`src/rtl/rn_pkg.sv`:
```
// Shared rename/ROB types: physical register handles, renamed instructions,
// branch results and writeback completions.
package rn_pkg;

  localparam int ROB_DEPTH = 16;
  localparam int ROB_TAG_W = $clog2(ROB_DEPTH);
  localparam int PREG_W    = 6;

  typedef struct packed {
    logic              valid;
    logic [PREG_W-1:0] idx;
  } p_reg_t;

  typedef struct packed {
    logic   valid;
    logic   is_branch;
    p_reg_t rd;
  } rinstr_t;

  typedef struct packed {
    logic valid;
    logic hit;
  } br_result_t;

  typedef struct packed {
    logic                 valid;
    logic [ROB_TAG_W-1:0] tag;
  } rob_wb_t;

  // Physical register 0 is hardwired, so it is never retired or released.
  function automatic logic has_dest(input p_reg_t rd);
    return rd.valid & (rd.idx != {PREG_W{1'b0}});
  endfunction

endpackage

```
`src/rtl/rob_commit.sv`:
```
// In-order completion tracker: allocates tags at dispatch, collects writebacks,
// retires in order and walks back younger entries after a branch mispredict.
module rob_commit
  import rn_pkg::*;
#(
  parameter int DEPTH = ROB_DEPTH,
  parameter int TAG_W = $clog2(DEPTH)
) (
  input  logic             clk,
  input  logic             rst_ni,
  input  rinstr_t          rinstr_i,
  output logic             rob_full_o,
  output logic [TAG_W-1:0] rob_tag_o,
  input  rob_wb_t          wb_i,
  input  br_result_t       br_result_i,
  output p_reg_t           p_commit_o,
  output logic             empty_o
);

  typedef enum logic {RUN = 1'b0, FLUSH = 1'b1} state_e;

  state_e             state_q, state_d;
  logic [TAG_W-1:0]   head_q, tail_q, walk_q, br_tag_q;
  logic [TAG_W:0]     count_q, count_d;
  logic               br_pending_q;
  logic [DEPTH-1:0]   valid_q, done_q, has_rd_q;
  logic [PREG_W-1:0]  pidx_q [DEPTH];
  logic               rob_full_q, empty_q;
  p_reg_t             p_commit_q;

  logic               do_alloc, mispredict, alloc_ok, do_commit, do_flush, flush_last, no_younger;

  // Per-cycle control decisions and next count/state.
  always_comb begin
    do_alloc   = rinstr_i.valid & ~rob_full_q;
    mispredict = br_result_i.valid & ~br_result_i.hit & br_pending_q;
    alloc_ok   = do_alloc & ~mispredict;
    do_commit  = (state_q == RUN) & valid_q[head_q] & done_q[head_q];
    do_flush   = (state_q == FLUSH);
    flush_last = (walk_q == br_tag_q + TAG_W'(1));
    no_younger = (tail_q == br_tag_q + TAG_W'(1));
    count_d    = count_q + (TAG_W+1)'(alloc_ok) - (TAG_W+1)'(do_commit | do_flush);
    state_d    = state_q;
    case (state_q)
      RUN:     state_d = (mispredict & ~no_younger) ? FLUSH : RUN;
      FLUSH:   state_d = flush_last ? RUN : FLUSH;
      default: state_d = RUN;
    endcase
  end

  // Entry array, pointers and registered outputs.
  always_ff @(posedge clk) begin
    if (!rst_ni) begin
      state_q      <= RUN;
      head_q       <= '0;
      tail_q       <= '0;
      walk_q       <= '0;
      br_tag_q     <= '0;
      count_q      <= '0;
      br_pending_q <= 1'b0;
      valid_q      <= '0;
      done_q       <= '0;
      has_rd_q     <= '0;
      for (int i = 0; i < DEPTH; i++) pidx_q[i] <= '0;
      rob_full_q   <= 1'b0;
      empty_q      <= 1'b1;
      p_commit_q   <= '0;
    end else begin
      state_q    <= state_d;
      count_q    <= count_d;
      rob_full_q <= (count_d == (TAG_W+1)'(DEPTH)) | (state_d == FLUSH);
      empty_q    <= (count_d == '0);
      p_commit_q <= '0;

      // Squash wins over a writeback to the entry being walked this cycle.
      if (wb_i.valid && valid_q[wb_i.tag] && !(do_flush && (wb_i.tag == walk_q)))
        done_q[wb_i.tag] <= 1'b1;

      if (br_result_i.valid) br_pending_q <= 1'b0;

      if (alloc_ok) begin
        valid_q[tail_q]  <= 1'b1;
        done_q[tail_q]   <= 1'b0;
        has_rd_q[tail_q] <= has_dest(rinstr_i.rd);
        pidx_q[tail_q]   <= rinstr_i.rd.idx;
        tail_q           <= tail_q + TAG_W'(1);
        if (rinstr_i.is_branch) begin
          br_tag_q     <= tail_q;
          br_pending_q <= 1'b1;
        end
      end

      if (mispredict && !no_younger) walk_q <= tail_q - TAG_W'(1);

      if (do_commit) begin
        valid_q[head_q]  <= 1'b0;
        head_q           <= head_q + TAG_W'(1);
        p_commit_q.valid <= has_rd_q[head_q];
        p_commit_q.idx   <= has_rd_q[head_q] ? pidx_q[head_q] : {PREG_W{1'b0}};
      end

      if (do_flush) begin
        valid_q[walk_q]  <= 1'b0;
        p_commit_q.valid <= has_rd_q[walk_q];
        p_commit_q.idx   <= has_rd_q[walk_q] ? pidx_q[walk_q] : {PREG_W{1'b0}};
        if (flush_last) tail_q <= br_tag_q + TAG_W'(1);
        else            walk_q <= walk_q - TAG_W'(1);
      end
    end
  end

  assign rob_full_o = rob_full_q;
  assign empty_o    = empty_q;
  assign p_commit_o = p_commit_q;
  assign rob_tag_o  = tail_q;

endmodule

```
`config.mk`:
```
export PLATFORM = sky130hd
export DESIGN_NAME = rob_commit
export DESIGN_NICKNAME = d
export VERILOG_FILES = /design/src/rtl/rn_pkg.sv /design/src/rtl/rob_commit.sv
export SDC_FILE = /design/constraint.sdc
export NUM_CORES = 1
export LEC_CHECK = 0
export ABC_AREA = 1
export CELL_PAD_IN_SITES_DETAIL_PLACEMENT = 0
export CELL_PAD_IN_SITES_GLOBAL_PLACEMENT = 1
export CORE_MARGIN = 3
export CORE_UTILIZATION = 45
export DETAILED_ROUTE_END_ITERATION = 8
export GPL_TIMING_DRIVEN = 1
export PLACE_DENSITY = 0.88
export SLEW_MARGIN = 30
export SYNTH_ARGS = -nofsm -noshare
export SYNTH_HDL_FRONTEND = slang
export SYNTH_SLANG_ARGS = --single-unit
```
`constraint.sdc`:
```
create_clock -name clk -period 3.8 [get_ports clk]
set_clock_uncertainty 0.1 [all_clocks]
set_input_delay 0.76 -clock clk [delete_from_list [all_inputs] [get_ports clk]]
set_output_delay 0.76 -clock clk [all_outputs]
set_load 0.01 [all_outputs]
```
Word level (Yosys, flattened, before mapping)
Memories as Yosys holds them, arrays and structs flattened. A register that Yosys moved wholly into a read port is not among the register bits.
Index checks and enable logic that the tools add are counted.
{ "classes": {"add_sub_neg": 7, "n_lt_le_gt_ge": 8, "eq_ne": 4, "n_mux": 53, "bitwise_logic": 23, "reduce_logical": 14} }
{ "op_table": {"columns": ["operator", "count"], "rows": [
  ["two-way mux 16 bit", 8],
  ["bitwise AND 16 bit", 3],
  ["inverter 16 bit", 3],
  ["two-way mux 4 bit", 10],
  ["bitwise OR 16 bit", 2],
  ["binary-select mux 1 bit (select 4 bit)", 5],
  ["< comparator 4 x 5 -> 1 bit, second input constant", 4],
  ["two-way mux 1 bit", 19],
  ["two-way mux 6 bit", 3],
  ["bitwise mux 16 bit", 1],
  ["demux 1 bit (select 4 bit)", 4],
  ["greater-or-equal comparator 4 x 1 -> 1 bit, second input constant", 4],
  ["two-way mux 7 bit", 2],
  ["adder 4 x 1 -> 4 bit, second input constant", 3],
  ["== test 4 bit", 3],
  ["bitwise AND 1 bit", 8],
  ["logical AND 1 bit", 8],
  ["subtractor 4 x 1 -> 4 bit, second input constant", 2],
  ["nonzero test 6 bit", 1],
  ["OR reduction 6 bit", 1],
  ["adder 5 x 1 -> 5 bit", 1],
  ["== test 5 bit, second input constant", 1],
  ["zero test 5 bit", 1],
  ["inverter 1 bit", 5],
  ["5 further kinds", 7]
]} }
{ "totals": {"ff_bits": 80, "ramBits": 96, "in_bits": 18, "output_inout_bits": 13, "wordCells": 124, "mem_count": 1} }
{ "memory_table": {"columns": ["name", "words", "width", "read_ports", "rd_clocked_by_memory_dff", "wr", "line", "source"], "rows": [
  ["pidx_q", 16, 6, 2, 2, 16, "rob_commit.sv:27", "logic [PREG_W-1:0] pidx_q [DEPTH];"]
]} }

Logic depth before layout (Yosys ltp)
Gate-level depths: netlist of the first run.
{ "logic_depth": {"word_depth": 12, "mapped_depth": 23, "mapped_depth_nobuf": 21} }

Worst setup path before layout of the first run
OpenSTA, ideal clock, no wires.
{ "synth_timing": {"path_type": "reg2reg", "startpoint": "reg head_q[0]", "endpoint": "reg empty_q (netlist: empty_o)", "setup_time_ns": 0.070, "arrival_ns": 2.770, "t_required_ns": 3.630, "slack_ns": 0.860, "path_stages_with_launch": 24, "n_path_buf": 3, "synth_period_minus_slack_ns": 2.940, "cell_sequence": "dfxtp_1 -> buf_6 -> buf_8 -> nand2_1 -> nand2_1 -> nand2_1 -> nand2_1 -> nand2_1 -> inv_1 -> nand2_1 -> nand2_4 -> buf_6 -> nand2_1 -> ha_1 -> inv_1 -> ha_1 -> fa_1 -> nand2_1 -> nand2_1 -> a21oi_1 -> a21oi_1 -> o21ai_0 -> inv_1 -> a21oi_1"} }
{ "synth_via": {"elab_chain_len": 7, "elab_cells_between_ends": 9, "cone_classes": "add/sub (1); mux (4); bitwise (3); reduce/logical (1)"} }
{ "synth_rtl": {"columns": ["element", "line", "source"], "rows": [
  ["start, declared", "rob_commit.sv:23", "logic [TAG_W-1:0] head_q, tail_q, walk_q, br_tag_q;"],
  ["start signal, assigned", "rob_commit.sv:97", "head_q <= head_q + TAG_W'(1);"],
  ["binary-select mux 1 bit (select 4 bit)", "rob_commit.sv:38", "do_commit = (state_q == RUN) & valid_q[head_q] & done_q[head_q];"],
  ["two-way mux 1 bit (implied by the code)", "rob_commit.sv:38", null],
  ["bitwise AND 1 bit", "rob_commit.sv:38", null],
  ["bitwise AND 1 bit *", "rob_commit.sv:38", null],
  ["bitwise OR 1 bit *", "rob_commit.sv:42", "count_d = count_q + (TAG_W+1)'(alloc_ok) - (TAG_W+1)'(do_commit | do_flush);"],
  ["subtractor 5 x 1 -> 5 bit *", "rob_commit.sv:42", null],
  ["zero test 5 bit *", "rob_commit.sv:72", "empty_q <= (count_d == '0);"],
  ["end signal, assigned", "rob_commit.sv:72", null],
  ["end, declared", "rob_commit.sv:28", "logic rob_full_q, empty_q;"]
]} }
Mark *: on every way between the ends. The rest lies on a longest branch, timed or not. The select of a mux whose other input is x is not followed.
A chain may end at the register's enable or synchronous reset.

Worst setup path in the final report of the first run
Ends and elaborated chain as after synthesis.

==> impl_metrics.env, run 1 <==
export IMPL_drt_wl_total_mm=31.8
export IMPL_cp_start_kind="flip-flop"
export IMPL_area_growth_pct=10.4
export IMPL_gp_congestion=0.940
export IMPL_die_height_um=159
export IMPL_diodes=0
export IMPL_cts_setup_buffers=0
export IMPL_syn_area_um2=10500
export IMPL_critPathKind="reg2reg"
export IMPL_synthFlopType="edfxtp_1"
export IMPL_grt_overflow_total=0
export IMPL_synthArstFlopShare_pct=0
export IMPL_ant_nets=0
export IMPL_drive_gt1_share_pct=5.48
export IMPL_grt_pass1_wl_mm=50.0
export IMPL_p_leak_uw=0.00514
export IMPL_ys_seq_area_share_pct=43.3
export IMPL_yosysMostFrequentCell="nand2_1"
export IMPL_clock_latency_ns=0.44
export IMPL_yosys_top_cells_area="edfxtp_1 27%, dfxtp_1 16%, nand2_1 15%"
export IMPL_power_density_nw_per_um2=421
export IMPL_clkTransAtPathRegs_ns=0.08
export IMPL_path_max_fanout=25
export IMPL_synth_top_cell_by_area="edfxtp_1"
export IMPL_drtIter0Drc=1141
export IMPL_track_usage_pct=24.9
export IMPL_max_cap_violations=0
export IMPL_design_core_area_um2=22800
export IMPL_finalCritPeriodShare_pct=85.5
export IMPL_arrival_ns=3.53
export IMPL_synth_edf_count=96
export IMPL_finalCriticalPeriod_ns=3.25
export IMPL_setup_violations_final=0
export IMPL_cts_resized=0
export IMPL_ys_ff_latch=180
export IMPL_ir_worst_vdd_v=0.000322
export IMPL_hold_slack_ns=0.353
export IMPL_fin_cells=1847
export IMPL_yosysUniqueCellTypes=38
export IMPL_firstDrtPassIters=5
export IMPL_die_w_um=159
export IMPL_drc=0
export IMPL_hold_path_class="reg2reg"
export IMPL_io_pins=31
export IMPL_num_rows=55
export IMPL_cts_hold_buffers_added=0
export IMPL_tns_ns=0
export IMPL_stdcell_area_um2=11600
export IMPL_grt_pass1_vias=9110
export IMPL_fill_cells=2291
export IMPL_placedCellCount=1815
export IMPL_cts_tree="done"
export IMPL_hold_viol=0
export IMPL_dp_hpwl_mm=22.4
export IMPL_maxSlewHeadroom_pct=36.3
export IMPL_slew_violations=0
export IMPL_fmax_ghz=0.308
export IMPL_synthCells=1515
export IMPL_routedWlPerCell_um=17.2
export IMPL_syn_num_nets=1552
export IMPL_start_util_pct=46.1
export IMPL_rsz0062_at_grt="no"
export IMPL_cts_sinks=180
export IMPL_place_area_um2=11100
export IMPL_nets=1558
export IMPL_ctsHtreeMaxLevel=4
export IMPL_cts_root_buffer="clkbuf_16"
export IMPL_antenna_found_initial=0
export IMPL_synthTopCellsByCount="416 x nand2_1, 218 x nor2_1, 213 x inv_1, 145 x nand3_1, 96 x edfxtp_1"
export IMPL_synth_top_area_share_pct=27.4
export IMPL_yosys_warnings=0
export IMPL_total_power_uw=4900
export IMPL_status="finished, final reports clean"
export IMPL_worst_pin_slew_ns=0.955
export IMPL_vias=9796
export IMPL_numPortBuffers=30
export IMPL_cts_buffers=17
export IMPL_crit_required_ns=4.08
export IMPL_clockBufferDepth=2
export IMPL_vias_per_cell=5.30
export IMPL_grt_max_degree=78
export IMPL_setup_worst_path_end_class="flip-flop"
export IMPL_synth_area_per_cell_um2=6.96
export IMPL_fp_dieArea_um2=25300
final cells by class:
class / instances / area (µm²) / share of cell area, %
clock buffer: 19 / 433 / 3.72
clock inverter: 13 / 130 / 1.12
inverter: 223 / 837 / 7.19
multi-input combinational: 1044 / 4790 / 41.2
sequential: 180 / 4570 / 39.3
tap: 313 / 392 / 3.37
timing repair buffer: 55 / 483 / 4.15
power by group:
| part | total (µW) | internal, µW | switching [µW] |
|---|---|---|---|
| clock | 1750 | 966 | 784 |
| sequential | 2230 | 2160 | 71.1 |
| combinational | 919 | 306 | 612 |
| total | 4900 | 3430 | 1470 |
layout by cell type (no fill, tap or decap), types with 6 or more instances in the layout:
cell type,count
nand2_1,416
nor2_1,218
inv_1,213
nand3_1,145
edfxtp_1,96
a21oi_1,88
dfxtp_1,82
o21ai_0,71
clkdlybuf4s50_1,29
buf_4,25
ha_1,18
clkbuf_16,17
o22ai_1,16
o211ai_1,11
o21ai_2,10
clkinv_1,10
xor2_1,10
xnor2_1,6
layer usage:
| layer | vias up | share of wire (%) | wire length, µm | global-route usage, % |
|---|---|---|---|---|
| li1 | 4824 | - | - | - |
| met1 | 4554 | 45 | 14300 | 34.3 |
| met2 | 359 | 46 | 14700 | 40.6 |
| met3 | 59 | 6.3 | 1990 | 3.41 |
| met4 | 0 | 2.7 | 862 | 8.04 |
| met5 | - | 0 | 0 | 0 |
final timing paths:
check / endpoint / from / slack, ns / cells past startpoint
worst max-delay path: empty_o / head_q[0] / 0.55 / 21
worst min-delay path: done_q[7] / done_q[7] / 0.35 / 2
worst max register to register: empty_o / head_q[0] / 0.55 / 21
worst min register to register: done_q[7] / done_q[7] / 0.35 / 2
through the flow:
stage                     utilization, %  setup WS [ns]
after floorplan                        -          0.860
after global placement              48.5          0.516
after detailed placement            48.5          0.495
after CTS                           50.9          0.561
after global routing                50.9          0.247
final                               50.9          0.553
cells by family after synthesis:
kind of cell | count (synthesis) | synth area share (%)
fa+ha+maj | 19 | 2.33
buf+inv | 291 | 11.3
compound gates | 204 | 10.6
xor+xnor | 16 | 1.33
flops | 180 | 43.3
simple gates | 805 | 31.1
flip-flops by register name (all words and copies together), names as in the netlist, 5 cells and up, named ones only:
signal and flops:
count_q 5, done_q 16, pidx_q 96, p_commit_o 7
has_rd_q 16, valid_q 16
critical path, cell delays in order (launching register included):
cell,delay [ns]
dfxtp_1,0.33
inv_2,0.34
nand2_1,0.10
nand3_1,0.08
nand2_1,0.07
nand2_1,0.06
nand2_1,0.07
inv_1,0.05
nand2_1,0.10
nand2_4,0.26
nand2_1,0.09
ha_1,0.28
inv_1,0.04
ha_1,0.19
fa_1,0.40
nand2_1,0.07
nand2_1,0.05
a21oi_1,0.15
a21oi_1,0.08
o21ai_0,0.10
inv_1,0.07
a21oi_1,0.11
Power figures use the tool's default switching activity.
==> run 2, diff against run 1 <==
--- a/config.mk
+++ b/config.mk
@@ -8,6 +8,7 @@
 export ABC_AREA = 1
 export CELL_PAD_IN_SITES_DETAIL_PLACEMENT = 0
 export CELL_PAD_IN_SITES_GLOBAL_PLACEMENT = 1
+export CORE_ASPECT_RATIO = 1.2
 export CORE_MARGIN = 3
 export CORE_UTILIZATION = 45
 export DETAILED_ROUTE_END_ITERATION = 8
==> run 2 against run 1 <==
Net effect: critical path depth down 1; combinational power up 1%; worst setup slack worse by 0.026 ns; largest power group unchanged; wire length unchanged; highest routed layer unchanged; sequential share of layout area down 0.21 points.
==> impl_metrics.env, run 2 (synthesis results as in run 1) <==
export IMPL_status="finished, final reports clean"
export IMPL_worst_r2r_path_depth=20
export IMPL_fp_dieArea_um2=25300
export IMPL_slew_violations=0
export IMPL_max_cap_violations=0
export IMPL_setup_violations_final=0
export IMPL_critPathKind="reg2reg"
export IMPL_cp_start_kind="flip-flop"
export IMPL_ir_worst_vdd_v=0.000323
export IMPL_clockBufferDepth=2
export IMPL_drt_wl_total_mm=31.8
export IMPL_met2_usage_pct=44.0
export IMPL_place_ws_ns=0.501
export IMPL_stdcell_area_um2=11700
export IMPL_comb_power_share_pct=18.2
export IMPL_track_usage_pct=25.2
export IMPL_rsz0062_at_grt="no"
export IMPL_worst_pin_slew_ns=0.820
export IMPL_min_from="done_q[5]"
export IMPL_vias_per_cell=5.36
export IMPL_cts_resized=0
export IMPL_drtIter0Drc=819
export IMPL_min_path_cells=2
export IMPL_grt_use_met1_pct=30.8
export IMPL_power_share_clock_pct=38.0
export IMPL_ant_nets=0
export IMPL_crit_family="simple AND/OR/NAND/NOR gates"
export IMPL_crit_top_cell="nand2_1"
export IMPL_io_pins=31
export IMPL_setup_worst_path_end_class="flip-flop"
export IMPL_clkTransAtPathRegs_ns=0.07
export IMPL_maxSlewHeadroom_pct=45.4
export IMPL_hold_path_class="reg2reg"
export IMPL_cts_buffers=17
export IMPL_swShare_pct=29.5
export IMPL_power_density_nw_per_um2=435
export IMPL_cts_setup_buffers=0
export IMPL_arrival_ns=3.48
export IMPL_dp_hpwl_mm=22.7
export IMPL_final_common_cell="nand2_1"
export IMPL_design_core_area_um2=22700
export IMPL_cts_tree="done"
export IMPL_r2r_start="head_q[0]"
export IMPL_p_sw_uw=1500
export IMPL_grt_overflow_total=0
export IMPL_gp_congestion=0.951
export IMPL_cts_sinks=180
export IMPL_hold_viol=0
export IMPL_cts_root_buffer="clkbuf_16"
export IMPL_grt_pass1_wl_mm=50.5
export IMPL_cts_hold_buffers_added=0
export IMPL_path_max_fanout=25
export IMPL_p_leak_uw=0.00517
export IMPL_drc=0
export IMPL_finalCriticalPeriod_ns=3.27
export IMPL_finalCritPeriodShare_pct=86.1
export IMPL_area_growth_pct=11.0
export IMPL_diodes=0
export IMPL_antenna_found_initial=0
export IMPL_grt_pass1_vias=9566
export IMPL_p_int_uw=3590
export IMPL_vias=9886
export IMPL_fmax_ghz=0.306
export IMPL_rrSetupSlack_ns=0.53
export IMPL_crit_start="head_q[0]"
export IMPL_largest_register_ffs=96
export IMPL_routedWlPerCell_um=17.3
export IMPL_hold_end="done_q[5]"
export IMPL_critPathMaxStageDelay_ns=0.40
export IMPL_cp_num_buf_inv=3
export IMPL_start_util_pct=46.3
export IMPL_drive_gt1_share_pct=5.87
export IMPL_top_register="pidx_q"
export IMPL_firstDrtPassIters=7
export IMPL_grt_max_degree=78
export IMPL_place_area_um2=11100
export IMPL_share_seq_of_total_power_pct=43.8
export IMPL_grt_busiest_layer="met2"
export IMPL_setup_ws_ns=0.527
export IMPL_grtUsageMet3_pct=3.06
export IMPL_num_rows=60
export IMPL_crit_required_ns=4.01
export IMPL_crit_chain="inv_2 > nand2_1 > nand3_1 > nand2_1 > nand2_1 > nand2_1 > inv_1 > nand2_1 > nand2_4 > nand2_1 > ha_1 > inv_1 > ha_1 > fa_1 > nand2_1 > nand2_1 > a21oi_1 > a21oi_1 > o21ai_0 > o21ai_0"
export IMPL_tns_ns=0
export IMPL_die_height_um=174
export IMPL_worstReg2RegEnd="rob_full_o"
export IMPL_final_cell_mix="416 x nand2_1, 218 x nor2_1, 212 x inv_1"
export IMPL_numPortBuffers=30
export IMPL_clock_latency_ns=0.43
export IMPL_die_w_um=146
export IMPL_cp_slowest_cell="fa_1"
export IMPL_nets=1557
export IMPL_ctsHtreeMaxLevel=4
==> run 2: changes by cell type in the layout (fill, tap and decap cells not counted) <==
cell        change
clkinv_1        -4
inv_1           -1
inv_2           +1
bufinv_16       +2
buf_4           -1
clkinvlp_2      +1
inv_6           +3
clkbuf_1        -2
clkinv_4        -2
inv_8           +2
==> run 2: per-layer routing <==
metal,share of wire [%],up-vias
met5,0,-
met4,4.0,0
met3,5.0,72
met2,51,384
met1,40,4611
li1,-,4819
==> run 2: how the worst max path moves through the flow <==
stage / to / slack, ns / cells past startpoint
global route: empty_o / 0.10 / 21
floorplan: empty_o / 0.86 / 23
CTS: rob_full_o / 0.56 / 20
detailed placement: pidx_q[10][4] / 0.50 / 8
finish: rob_full_o / 0.53 / 20
global placement: pidx_q[10][0] / 0.57 / 8
==> run 2: worst register-to-register path, stage by stage (launching register included) <==
cell and delay, ns:
dfxtp_1 0.33, inv_2 0.35, nand2_1 0.13, nand3_1 0.09
nand2_1 0.05, nand2_1 0.05, nand2_1 0.07, inv_1 0.05
nand2_1 0.11, nand2_4 0.25, nand2_1 0.09, ha_1 0.28
inv_1 0.04, ha_1 0.19, fa_1 0.40, nand2_1 0.08
nand2_1 0.05, a21oi_1 0.15, a21oi_1 0.08, o21ai_0 0.10
o21ai_0 0.13
==> run 2: power by group through the flow <==
stage | clock network, µW | logic (µW) | registers (µW)
after floorplan | 0 | 637 | 2250
after global placement | 0 | 916 | 2270
after detailed placement | 0 | 926 | 2270
after CTS | 1950 | 930 | 2230
after global routing | 2040 | 1050 | 2240
final | 1930 | 928 | 2230
==> run 2: layout make-up <==
type,instances,area (µm²)
well taps,310,388
fillers,2203,11000
multi-input cells,1044,4790
clock buffers,17,425
clock inverters,15,211
flip-flops and latches,180,4570
inverters,223,837
repair buffers,54,475
==> run 2: stage by stage <==
stage               cells  util (%)  hold WS [ns]  total power (µW)
floorplan            1515         -         0.330              2890
global placement     1811      48.6         0.341              3190
detailed placement   1811      48.6         0.344              3200
CTS                  1843      51.4         0.355              5110
global route         1843      51.4         0.375              5330
finish               1843      51.4         0.356              5090
==> run 3, diff against run 2 <==
--- a/config.mk
+++ b/config.mk
@@ -13,6 +13,7 @@
 export CORE_UTILIZATION = 45
 export DETAILED_ROUTE_END_ITERATION = 8
 export GPL_TIMING_DRIVEN = 1
+export HOLD_SLACK_MARGIN = 0.05
 export PLACE_DENSITY = 0.88
 export SLEW_MARGIN = 30
 export SYNTH_ARGS = -nofsm -noshare
==> results of run 3 <==
Same layout as run 2: the final DEF is identical, and so are final timing and power.
